<file path="src/rtl/weight_bit_serializer.sv">
`timescale 1ns/1ps
// weight_bit_serializer
//   Feeder for the bit-serial neuron multiplier. Buffers {neuron, weight}
//   operand pairs in a small FIFO and streams each sign-magnitude weight one
//   bit per clock: magnitude MSB..LSB first, then the sign bit last. The
//   neuron word is held on neuron_out for the whole word window.
//
// Ports
//   clk           system clock, rising edge
//   reset         asynchronous, active-high reset
//   weight_in     weight word (sign-magnitude Q5.10)
//   neuron_in     neuron word paired with weight_in
//   in_valid      pair presented
//   in_ready      FIFO can accept a pair (combinational from registered count)
//   weight_bit    serial weight bit to the multiplier
//   mult_enable   multiplier enable, high DATA_WIDTH cycles per word
//   neuron_out    neuron word held for the active word
//   product_valid one-cycle pulse when the multiplier output holds the product
//   busy          serializer shifting or FIFO non-empty
//   fifo_count    occupied FIFO entries
//   dbg_state     current FSM state (0 = IDLE, 1 = SHIFT)
//
// Handshake: a pair transfers on a rising clk edge where in_valid && in_ready.
// in_valid may be raised or dropped at any time; the data must be stable
// while in_valid is high and in_ready is low. A full FIFO refuses the push
// even if a pop happens on the same edge.
module weight_bit_serializer #(
  parameter int DATA_WIDTH = 16,
  parameter int FIFO_DEPTH = 2,
  localparam int CNT_W = $clog2(FIFO_DEPTH) + 1
) (
  input  logic                  clk,
  input  logic                  reset,
  input  logic [DATA_WIDTH-1:0] weight_in,
  input  logic [DATA_WIDTH-1:0] neuron_in,
  input  logic                  in_valid,
  output logic                  in_ready,
  output logic                  weight_bit,
  output logic                  mult_enable,
  output logic [DATA_WIDTH-1:0] neuron_out,
  output logic                  product_valid,
  output logic                  busy,
  output logic [CNT_W-1:0]      fifo_count,
  output logic [0:0]            dbg_state
);

  localparam int PTR_W = (FIFO_DEPTH > 1) ? $clog2(FIFO_DEPTH) : 1;
  localparam int BC_W  = $clog2(DATA_WIDTH);
  localparam logic [BC_W-1:0] BIT_LAST = BC_W'(DATA_WIDTH - 1);

  localparam logic [0:0] IDLE  = 1'b0;
  localparam logic [0:0] SHIFT = 1'b1;

  logic [DATA_WIDTH-1:0] weight_mem [FIFO_DEPTH];
  logic [DATA_WIDTH-1:0] neuron_mem [FIFO_DEPTH];
  logic [PTR_W-1:0]      wr_ptr;
  logic [PTR_W-1:0]      rd_ptr;
  logic [CNT_W-1:0]      count_next;

  logic [0:0]            state;
  logic [0:0]            state_next;
  logic [BC_W-1:0]       bit_cnt;
  // Bits still to be sent for the current word, next bit in the MSB.
  logic [DATA_WIDTH-2:0] shreg;

  logic push;
  logic pop;
  logic fifo_nonempty;
  logic word_end;
  logic [DATA_WIDTH-1:0] pop_weight;
  logic [DATA_WIDTH-1:0] pop_neuron;

  function automatic logic [PTR_W-1:0] ptr_inc(input logic [PTR_W-1:0] p);
    return (p == PTR_W'(FIFO_DEPTH - 1)) ? '0 : p + 1'b1;
  endfunction

  assign in_ready      = (fifo_count != CNT_W'(FIFO_DEPTH));
  assign push          = in_valid && in_ready;
  assign fifo_nonempty = (fifo_count != '0);
  assign word_end      = (state == SHIFT) && (bit_cnt == BIT_LAST);
  // Popping on the last bit of a word keeps mult_enable contiguous.
  assign pop           = fifo_nonempty && ((state == IDLE) || word_end);
  assign pop_weight    = weight_mem[rd_ptr];
  assign pop_neuron    = neuron_mem[rd_ptr];
  assign dbg_state     = state;

  always_comb begin
    count_next = fifo_count;
    case ({push, pop})
      2'b10:   count_next = fifo_count + 1'b1;
      2'b01:   count_next = fifo_count - 1'b1;
      default: count_next = fifo_count;
    endcase
  end

  always_comb begin
    state_next = state;
    if (pop)           state_next = SHIFT;
    else if (word_end) state_next = IDLE;
  end

  // Storage needs no reset: entries are only read when counted as occupied.
  always_ff @(posedge clk) begin
    if (push) begin
      weight_mem[wr_ptr] <= weight_in;
      neuron_mem[wr_ptr] <= neuron_in;
    end
  end

  always_ff @(posedge clk or posedge reset) begin
    if (reset) begin
      wr_ptr     <= '0;
      rd_ptr     <= '0;
      fifo_count <= '0;
    end else begin
      if (push) wr_ptr <= ptr_inc(wr_ptr);
      if (pop)  rd_ptr <= ptr_inc(rd_ptr);
      fifo_count <= count_next;
    end
  end

  always_ff @(posedge clk or posedge reset) begin
    if (reset) begin
      state         <= IDLE;
      bit_cnt       <= '0;
      shreg         <= '0;
      weight_bit    <= 1'b0;
      mult_enable   <= 1'b0;
      neuron_out    <= '0;
      product_valid <= 1'b0;
      busy          <= 1'b0;
    end else begin
      state <= state_next;
      // The multiplier captures the sign bit on the edge that ends the word,
      // so its product is valid during the following cycle.
      product_valid <= word_end;
      busy          <= (state_next == SHIFT) || (count_next != '0);
      if (pop) begin
        // Magnitude MSB goes out first; the remaining magnitude bits are
        // followed by the sign bit.
        weight_bit  <= pop_weight[DATA_WIDTH-2];
        shreg       <= {pop_weight[DATA_WIDTH-3:0], pop_weight[DATA_WIDTH-1]};
        neuron_out  <= pop_neuron;
        bit_cnt     <= '0;
        mult_enable <= 1'b1;
      end else if (word_end) begin
        weight_bit  <= 1'b0;
        mult_enable <= 1'b0;
        bit_cnt     <= '0;
      end else if (state == SHIFT) begin
        weight_bit  <= shreg[DATA_WIDTH-2];
        shreg       <= {shreg[DATA_WIDTH-3:0], 1'b0};
        bit_cnt     <= bit_cnt + 1'b1;
      end
    end
  end

endmodule

</file>
<file path="config.mk">
export PLATFORM = sky130hd
export DESIGN_NAME = weight_bit_serializer
export DESIGN_NICKNAME = d
export VERILOG_FILES = /design/src/rtl/weight_bit_serializer.sv
export SDC_FILE = /design/constraint.sdc
export NUM_CORES = 1
export LEC_CHECK = 0
export BUFFER_PORTS_ARGS = -buffer_cell sky130_fd_sc_hd__buf_2
export CORE_ASPECT_RATIO = 2
export CORE_MARGIN = 2
export CORE_UTILIZATION = 45
export DETAILED_ROUTE_END_ITERATION = 8
export GPL_TIMING_DRIVEN = 1
export PLACE_DENSITY = 0.65
export SYNTH_ARGS = -nofsm -noshare
export SYNTH_HDL_FRONTEND = slang
export SYNTH_SLANG_ARGS = --single-unit
</file>
<file path="constraint.sdc">
create_clock -name clk -period 2.9 [get_ports clk]
set_input_delay 0 -clock clk [delete_from_list [all_inputs] [get_ports clk]]
set_output_delay 0 -clock clk [all_outputs]
set_load 0.03 [all_outputs]
</file>
Word level (Yosys, flattened, before mapping)
Memory sizes are Yosys's and may differ from the RTL's. A register that Yosys moved wholly into a read port is not among the register bits. Index checks and enable logic that the tools add are counted. W data, S select, Z words.

Word-level logic and storage cells: 52. Memory bits (writable): 64. Memories: 2. Bits in registers: 28.

Equal/unequal tests: 5. Mux-type cells: 18. Reduce and logical (&&, ||, !) cells: 11. Add/sub/neg operators: 5. Bitwise gates (word level): 1.

Memories: neuron_mem (words 2, width 16, rd ports 1, clocked after Yosys merged registers in 1, wr ports 1, RTL line 55) `logic [DATA_WIDTH-1:0] neuron_mem [FIFO_DEPTH];`; weight_mem (words 2, width 16, rd ports 1, clocked after Yosys merged registers in 0, wr ports 1, RTL line 54) `logic [DATA_WIDTH-1:0] weight_mem [FIFO_DEPTH];`.

Operator list (count): $mux W15 (3); $mux W4 (3); $mux W1 (11); $reduce_bool A2 Y1 (4); $add A4 B1 Y4 const B (1); $eq A4 B4 Y1 const B (1); $ne A2 B2 Y1 const B (2); $pmux W2 S2 (1); $logic_and A1 B1 Y1 (3); $reduce_bool A3 Y1 (1); $add A1 B1 Y1 const B (2); $add A2 B1 Y2 const B (1); $eq A2 B1 Y1 const B (1); $eq A2 B2 Y1 const B (1); $logic_or A1 B1 Y1 (2); $reduce_and A2 Y1 (1); $sub A2 B1 Y2 const B (1); $not A1 Y1 (1).

Longest topological paths before layout
Gate-level depths: netlist of run 1.

Depth after elaboration: 8. Gate-level depth with buffers: 8.

Worst setup path before layout of run 1
Ideal clock, no wire load.

Path kind: reg2reg. Start: register fifo_count[0]. End: memory neuron_mem[0][0] (enable). Data arrival time: 2566 ps. Data required time: 2479 ps. Clock period less this slack: 2987 ps. Cell stages (with the launch flop): 5. Library setup time: 421 ps. Path slack: -87 ps. Path buffers: 1. Cells stage by stage: dfrtp_1 > buf_6 > nand2b_1 > nand2_1 > nor2_1.

Longest elaborated chain between the ends: 4.

RTL lines: from (decl) (RTL line 43) `output logic [CNT_W-1:0] fifo_count,`; from (signal assigned) (RTL line 118) `fifo_count <= count_next;`; $ne A2 B2 Y1 (RTL line 77) `assign in_ready = (fifo_count != CNT_W'(FIFO_DEPTH));`; net in_ready (RTL line 37) `output logic in_ready,`; $logic_and A1 B1 Y1 (RTL line 78) `assign push = in_valid && in_ready;`; $mux W1 (RTL line 104) `if (push) begin`; $mux W1 (implied by the code) (RTL line 106) `neuron_mem[wr_ptr] <= neuron_in;`; to (decl) (RTL line 55).

The timed path passes the listed nets, and every way through them passes these cells.

Worst setup path after layout of run 1
Start: register fifo_count[0]. End: memory weight_mem[0][0] (enable).

Longest elaborated chain between the ends: 4.

RTL lines: $ne A2 B2 Y1 (RTL line 77); $logic_and A1 B1 Y1 (RTL line 78); $mux W1 (RTL line 104); $mux W1 (implied by the code) (RTL line 105) `weight_mem[wr_ptr] <= weight_in;`; to (decl) (RTL line 54).

Every way passes these cells.

==> key figures, run 1 <==
Outcome
  – Status: completed

Clock network
  – CTS root buf: clkbuf_16
  – H-tree lvl count: 3
  – Worst skew pair latency: 0.34 ns
  – Clk buf depth: 2
  – Clk slew on worst S/H paths: 0.06 ns
  – Clock sink count: 108
  – Post-CTS setup buffer count: 0
  – CTS tree: yes
  – TritonCTS buffer count: 9

Setup path
  – CP Capture Type: register
  – WP data required: 2.95 ns
  – Crit-path max cell delay: 0.79 ns
  – WS Path Type: reg -> reg
  – Crit-path cells: nand2b_1 > nand2_1 > nor2_4 > buf_12
  – Crit path DAT: 2.17 ns
  – Startpoint types: register
  – Worst-path fanout max: 21
  – CP max-delay cell: dfrtp_1

Detailed routing
  – Drt first pass iters: 4
  – DRC errors left: 0
  – Vias per cell: 5.18
  – Vias: 2,362
  – Routed WL: 7560 um
  – DR iter-0 viols: 80
  – Antenna-violating nets left: 0
  – DR WL/cell: 16.6 um

Yosys
  – Synth Area in Compound Gates: 3.71%
  – Syn Nets: 291
  – Synth Area in XOR/XNOR: 1.24%
  – Proportion of synthesized area in mux cells: 16.0%
  – Average cell area after synthesis: 16.7 um^2
  – #FFs+latches synth: 108
  – Area leader, netlist: edfxtp_1
  – Post-synth top area share: 45.2%
  – Main combinational cell family by area after synthesis: multiplexers
  – Simple-Gate Fraction of Synth Area: 4.41%
  – Ranking of synthesized cells by area: edfxtp_1 45%, dfrtp_1 26%, mux2_2 12%
  – Post-synthesis instance area: 0.00425 mm^2
  – Synth cell types: 32
  – Synth Warn #: 0
  – Post-synthesis sequential area ratio: 71.1%
  – Post-Synth Adder-Cell Area: 0.588%
  – Mapped Cells: 254

Global route
  – First-pass GRT wire length: 12,100 um
  – Initial antenna violation count: 0
  – Largest net degree at the start of global routing: 45
  – GRT Resource Usage Total: 16.0%
  – Grt ovf: 0
  – Vias in the first global route: 2,518

Final layout
  – Layout area overhead: 23.8%
  – Final core utilization: 56.9%
  – Nets@finish: 384
  – N_diodes: 0
  – Share of cells above drive strength 1: 38.4%

Die
  – Die Area: 0.0103 mm^2
  – # IOs: 59
  – Rows: 50
  – Die width: 72.8 um
  – Initial Util: 45.9%
  – Core area: 0.00926 mm^2
  – DIE HEIGHT: 142 um

Placement
  – HPWL after detailed placement: 5040 um
  – # port buffers: 58
  – Placer Congestion: 0.713

STA
  – Final setup TNS: 0 ns
  – RSZ-0062 raised after global routing: no
  – Max-slew violations: 0
  – Clock skew: 0.00563 ns
  – Worst-margin pin slew: 0.974 ns
  – F_max: 473 MHz
  – Hold slack: 0.0495 ns
  – Normalized max-slew margin: 35.0%
  – # setup viols final: 0
  – Final Hold Fails: 0
  – Tcrit/Tclk final: 72.9%
  – Final min period: 2.12 ns

Pwr
  – Total Power: 5.44 mW
  – Pwr dens: 1030 mW/mm^2
  – NetSw: 1.81 mW
  – VDD IR-drop max: 0.632 mV
  – Clock power frac: 22.6%
  – Share of power burned in registers: 45.4%
  – Leak pwr: 2.14 nW
  – P_int: 3.63 mW
  – Switching Fraction: 33.3%
  – Combinational share of power: 32.0%

Worst hold path
  – Worst min-delay path class: in -> reg

Run
  – Max_cap viols: 0
==> critical path: cells and delay by family (launching register included) <==
family / cells / cell delay [ns]
flip-flops: 1 / 0.79
AND/OR/NAND/NOR: 3 / 0.80
buffers and inverters: 1 / 0.23
==> metal layers <==
metal	share of wire, %	vias to the layer above	global-route usage (%)
li1	-	1128	-
met1	37	1178	16.4
met2	57	43	29.0
met3	2.9	13	3.34
met4	2.7	0	8.67
met5	0	-	0
==> final timing paths <==
| path | start | endpoint | slack, ns | cells after the start |
|---|---|---|---|---|
| setup / recovery | fifo_count[0] | weight_mem[0][0] | 0.78 | 4 |
| hold / removal | in_valid | wr_ptr | 0.05 | 3 |
| setup reg to reg | fifo_count[0] | weight_mem[0][0] | 0.78 | 4 |
| hold reg to reg | neuron_out[15] | neuron_out[15] | 0.50 | 1 |
| max in group asynchronous | reset | neuron_out[5] | 1.85 | 3 |
| min in group asynchronous | reset | neuron_out[12] | 0.44 | 3 |
==> synthesized netlist by cell type <==
master	instances
nand2_1	7
o211ai_1	1
xor2_1	3
mux2_2	47
buf_2	4
a21oi_1	15
or2_1	1
nand3_4	1
mux2i_1	15
nor2_4	1
buf_4	1
buf_6	8
nand3_1	2
o221ai_1	1
nor3_1	15
inv_1	2
and3_1	1
ha_1	2
xnor2_1	3
a221oi_2	1
a221o_2	1
nor2_1	4
dfrtp_1	44
clkbuf_1	1
a2bb2oi_1	1
nand2_2	1
o31ai_1	1
nand2b_1	1
a21oi_2	1
and3_2	1
o21ai_0	3
edfxtp_1	64
==> what timing repair did <==
item / 4_1_cts / 5_1_grt
hold endpoints to repair: 108 / 0
resized for setup: 0 / 0
hold buffers: 33 / 0
endpoints found under the setup margin: 0 / 0
==> cell usage in the layout (no fill, tap or decap), types with 2 or more instances in the layout <==
cell type / count
nand2_1: 7
buf_2: 58
xnor2_1: 3
dlygate4sd3_1: 33
edfxtp_1: 64
clkbuf_8: 2
xor2_1: 3
nand3_1: 2
nor2_4: 2
clkbuf_16: 9
buf_12: 2
dfrtp_1: 44
ha_1: 2
nor2_1: 3
mux2_2: 47
buf_4: 3
clkinvlp_4: 2
nor3_1: 15
mux2i_1: 15
a21oi_1: 15
o21ai_0: 3
==> logic make-up after synthesis <==
group	count (synthesis)
AOI/OAI and AO/OA	25
and+or+nand+nor	35
buffers and inverters	16
muxes	62
xor gates and xnor gates	6
adders and majority gates	2
DFF	108
==> stage by stage <==
| stage | setup slack (ns) | instances | cell area [um^2] |
|---|---|---|---|
| after floorplan | 0.435 | 254 | 4260 |
| after global placement | 0.805 | 407 | 4620 |
| after detailed placement | 0.755 | 407 | 4620 |
| after CTS | 0.741 | 456 | 5270 |
| after global routing | 0.602 | 456 | 5270 |
| final | 0.785 | 456 | 5270 |
==> registers in the layout, summed over array words and instances, names as in the netlist <==
register and cells:
weight_mem 32, shreg 15, fifo_count 2, bit_cnt 4, mult_enable 1, wr_ptr 1, product_valid 1, weight_bit 1
neuron_mem 32, dbg_state 1, busy 1, neuron_out 16, rd_ptr 1
==> layout make-up <==
type,instances,area [um^2]
Clock inverter,5,58.8
Inverter,2,7.51
Fill cell,761,3990
Sequential cell,108,3020
Timing Repair Buffer,96,683
Multi-Input combinational cell,130,1110
Tap cell,104,130
Clock buffer,11,253
==> power by group through the flow <==
stage / registers (mW) / logic [mW] / clock network, mW
after floorplan: 2.62 / 1.18 / 0
after global placement: 2.49 / 1.70 / 0
after detailed placement: 2.50 / 1.73 / 0
after CTS: 2.48 / 1.77 / 1.26
after global routing: 2.53 / 1.89 / 1.33
final: 2.47 / 1.74 / 1.23
Power figures use the tool's default switching activity.
==> run 2, diff against run 1 <==
--- a/config.mk
+++ b/config.mk
@@ -11,7 +11,7 @@
 export CORE_UTILIZATION = 45
 export DETAILED_ROUTE_END_ITERATION = 8
 export GPL_TIMING_DRIVEN = 1
-export PLACE_DENSITY = 0.65
+export PLACE_DENSITY = 0.67
 export SYNTH_ARGS = -nofsm -noshare
 export SYNTH_HDL_FRONTEND = slang
 export SYNTH_SLANG_ARGS = --single-unit
==> constraint.sdc (replaced) <==
create_clock -name clk -period 1.75 [get_ports clk]
set_input_delay 0 -clock clk [delete_from_list [all_inputs] [get_ports clk]]
set_output_delay 0 -clock clk [all_outputs]
set_load 0.03 [all_outputs]
==> run 2 against run 1 <==
Compared with the run above: global-route usage rose by 0.35 points; final cell count is 2.2% higher; total power grew 68%; register-to-register slack worse by 0.71 ns; sequential power grew 61%; largest cell class unchanged; via count is 2.8% higher; sequential share of layout area fell by 1.1 points; non-clock buffer count rose by 10.
==> key figures, run 2 (synthesis gave the netlist of run 1 again) <==
Clock network
  – Clk slew on worst S/H paths: 0.07 ns (about the same)
  – TritonCTS buffer count: 9 (unchanged)
  – Worst skew pair latency: 0.34 ns (about the same)
  – Clock sink count: 108 (unchanged)
  – H-tree lvl count: 3 (unchanged)
  – CTS tree: yes
  – Clk buf depth: 2 (unchanged)
  – CTS root buf: clkbuf_16

Global route
  – Vias in the first global route: 2,564 (+1.8%)
  – GR Util met1: 17.8% (+1.4 points)
  – First-pass GRT wire length: 12,300 um (+2.3%)
  – Busiest grt layer: met2
  – GRT Resource Usage Total: 16.3% (+0.35 points)
  – Grt met2 use: 28.7% (-0.38 points)
  – Largest net degree at the start of global routing: 38 (-16%)
  – Met3 Usage GRT: 2.98% (-0.36 points)
  – Initial antenna violation count: 0 (unchanged)
  – Grt ovf: 0 (unchanged)

Die
  – Die Area: 0.0103 mm^2 (unchanged)
  – Rows: 50 (unchanged)
  – DIE HEIGHT: 142 um (unchanged)
  – # IOs: 59 (unchanged)
  – Core area: 0.00926 mm^2 (unchanged)
  – Initial Util: 45.9% (unchanged)
  – Die width: 72.8 um (unchanged)

Setup path
  – CP Capture Type: register
  – Critical path depth: 5 (+1)
  – Cell family with most CP delay: flip-flops
  – CP max-delay cell: dfrtp_1
  – Startpoint types: register
  – CP Launch Point: bit_cnt[1]
  – Critical Path End: neuron_out[10]
  – WS Path Type: reg -> reg
  – RR Endpoint: neuron_out[10]
  – Worst-path fanout max: 19 (-9.5%)
  – Reg2Reg Setup Slack: 0.08 ns (-0.71 ns)
  – Reg-to-reg startpoint: bit_cnt[1]
  – Crit path DAT: 1.90 ns (-0.27 ns)
  – WP data required: 1.98 ns (-0.97 ns)
  – Buf/Inv on CP: 1 (unchanged)
  – R2R cell count: 5 (+1)
  – Crit-path cells: ha_2 > nand3_4 > a21oi_4 > buf_12 > mux2_2
  – Crit-path max cell delay: 0.40 ns (-0.39 ns)

Pwr
  – Total Power: 9.13 mW (+68%)
  – VDD IR-drop max: 1.05 mV (+65%)
  – Pwr dens: 1700 mW/mm^2 (+64%)
  – Leak pwr: 2.19 nW (+2.7%)

Run
  – Max_cap viols: 0 (unchanged)

STA
  – Final setup TNS: 0 ns (unchanged)
  – Hold slack: 0.362 ns (+0.313 ns)
  – # setup viols final: 0 (unchanged)
  – Fin worst setup slack: 0.0761 ns (-0.709 ns)
  – F_max: 597 MHz (+26%)
  – Clock skew: 0.00689 ns (+0.00126 ns)
  – Normalized max-slew margin: 45.6% (+11 points)
  – Final min period: 1.67 ns (-0.441 ns)
  – Tcrit/Tclk final: 95.7% (+23 points)
  – Max-slew violations: 0 (unchanged)
  – RSZ-0062 raised after global routing: no
  – Final Hold Fails: 0 (unchanged)
  – Worst-margin pin slew: 0.814 ns (-0.160 ns)

Detailed routing
  – DR WL/cell: 16.4 um (-1.2%)
  – Drt first pass iters: 4 (unchanged)
  – Routed WL: 7630 um (+0.93%)
  – DR iter-0 viols: 95 (+19%)
  – Vias per cell: 5.21 (+0.59%)
  – DRC errors left: 0 (unchanged)
  – Vias: 2,428 (+2.8%)
  – Antenna-violating nets left: 0 (unchanged)

Final layout
  – Nets@finish: 394 (+2.6%)
  – Most frequent cells in the layout: 64 x edfxtp_1, 58 x buf_2, 47 x mux2_2
  – Fill count: 747 (-1.8%)
  – Layout area overhead: 26.4%
  – Top flop regs: neuron_mem: 32 flops, weight_mem: 32 flops, neuron_out: 16 flops
  – Final instance area: 0.00538 mm^2 (+2.1%)
  – N_diodes: 0 (unchanged)
  – Commonest non-fill, non-tap cell in the layout: edfxtp_1
  – Share of cells above drive strength 1: 40.9% (+2.5 points)

Placement
  – HPWL after detailed placement: 4940 um (-2.1%)
  – DP Worst Slack: 0.0121 ns (-0.743 ns)
  – Post-DP Area: 0.00474 mm^2 (+2.5%)
  – Placer Congestion: 0.752 (+5.4%)
  – # port buffers: 58 (unchanged)

Worst hold path
  – Worst min-delay path class: in -> async

Outcome
  – Status: completed
==> run 2: changes by cell type in the layout (fill, tap and decap cells not counted), sizes merged <==
cell / before / now
buf: 63 / 72
clkinvlp: 2 / 0
dlygate4sd3: 33 / 34
bufinv: 1 / 0
clkinv: 1 / 5
inv: 3 / 2
==> run 2: where the power goes <==
part           internal, mW  switching (mW)
sequential             3.55           0.434
clock                  1.03           0.837
combinational          1.48            1.80
==> run 2: routing by layer <==
metal	share of wire, %	routed length, um
met2	56	4240
met1	39	2950
met5	0	0
met3	2.9	220
met4	2.9	219
==> run 2: final cells by class <==
cell class,instances,area [um^2],area share [%]
flip-flops and latches,108,3030,56.3
multi-input cells,130,1140,21.1
repair buffers,106,798,14.8
clock buffers,11,253,4.70
well taps,104,130,2.42
clock inverters,5,26.3,0.489
inverters,2,7.51,0.140
==> run 2: stage by stage <==
step	cells	utilization (%)
finish	466	58.1
global route	466	58.1
CTS	465	57.9
detailed placement	415	51.2
global placement	415	51.2
floorplan	254	-
==> run 2: what timing repair did <==
item,CTS,global route
setup buffers,0,1
hold buffers,34,0
gates resized for setup,1,1
endpoints found under the hold margin,100,0
setup endpoints to repair,2,17
==> run 2: worst min-delay path by stage <==
stage / cells after the start / slack [ns] / to / start
3_5_place_dp: 1 / 0.19 / weight_mem[1][15] / weight_in[15]
3_3_place_gp: 1 / 0.19 / neuron_mem[0][15] / neuron_in[15]
5_1_grt: 2 / 0.38 / weight_mem[0][15] / weight_in[15]
4_1_cts: 2 / 0.36 / neuron_mem[0][8] / neuron_in[8]
2_1_floorplan: 0 / 0.1 / neuron_mem[0][0] / neuron_in[0]
6_report: 3 / 0.36 / neuron_out[0] / reset
==> run 2: worst min-delay path, cell delays in order <==
cell,delay (ns)
dlygate4sd3_1,0.53
buf_2,0.13
inv_2,0.57
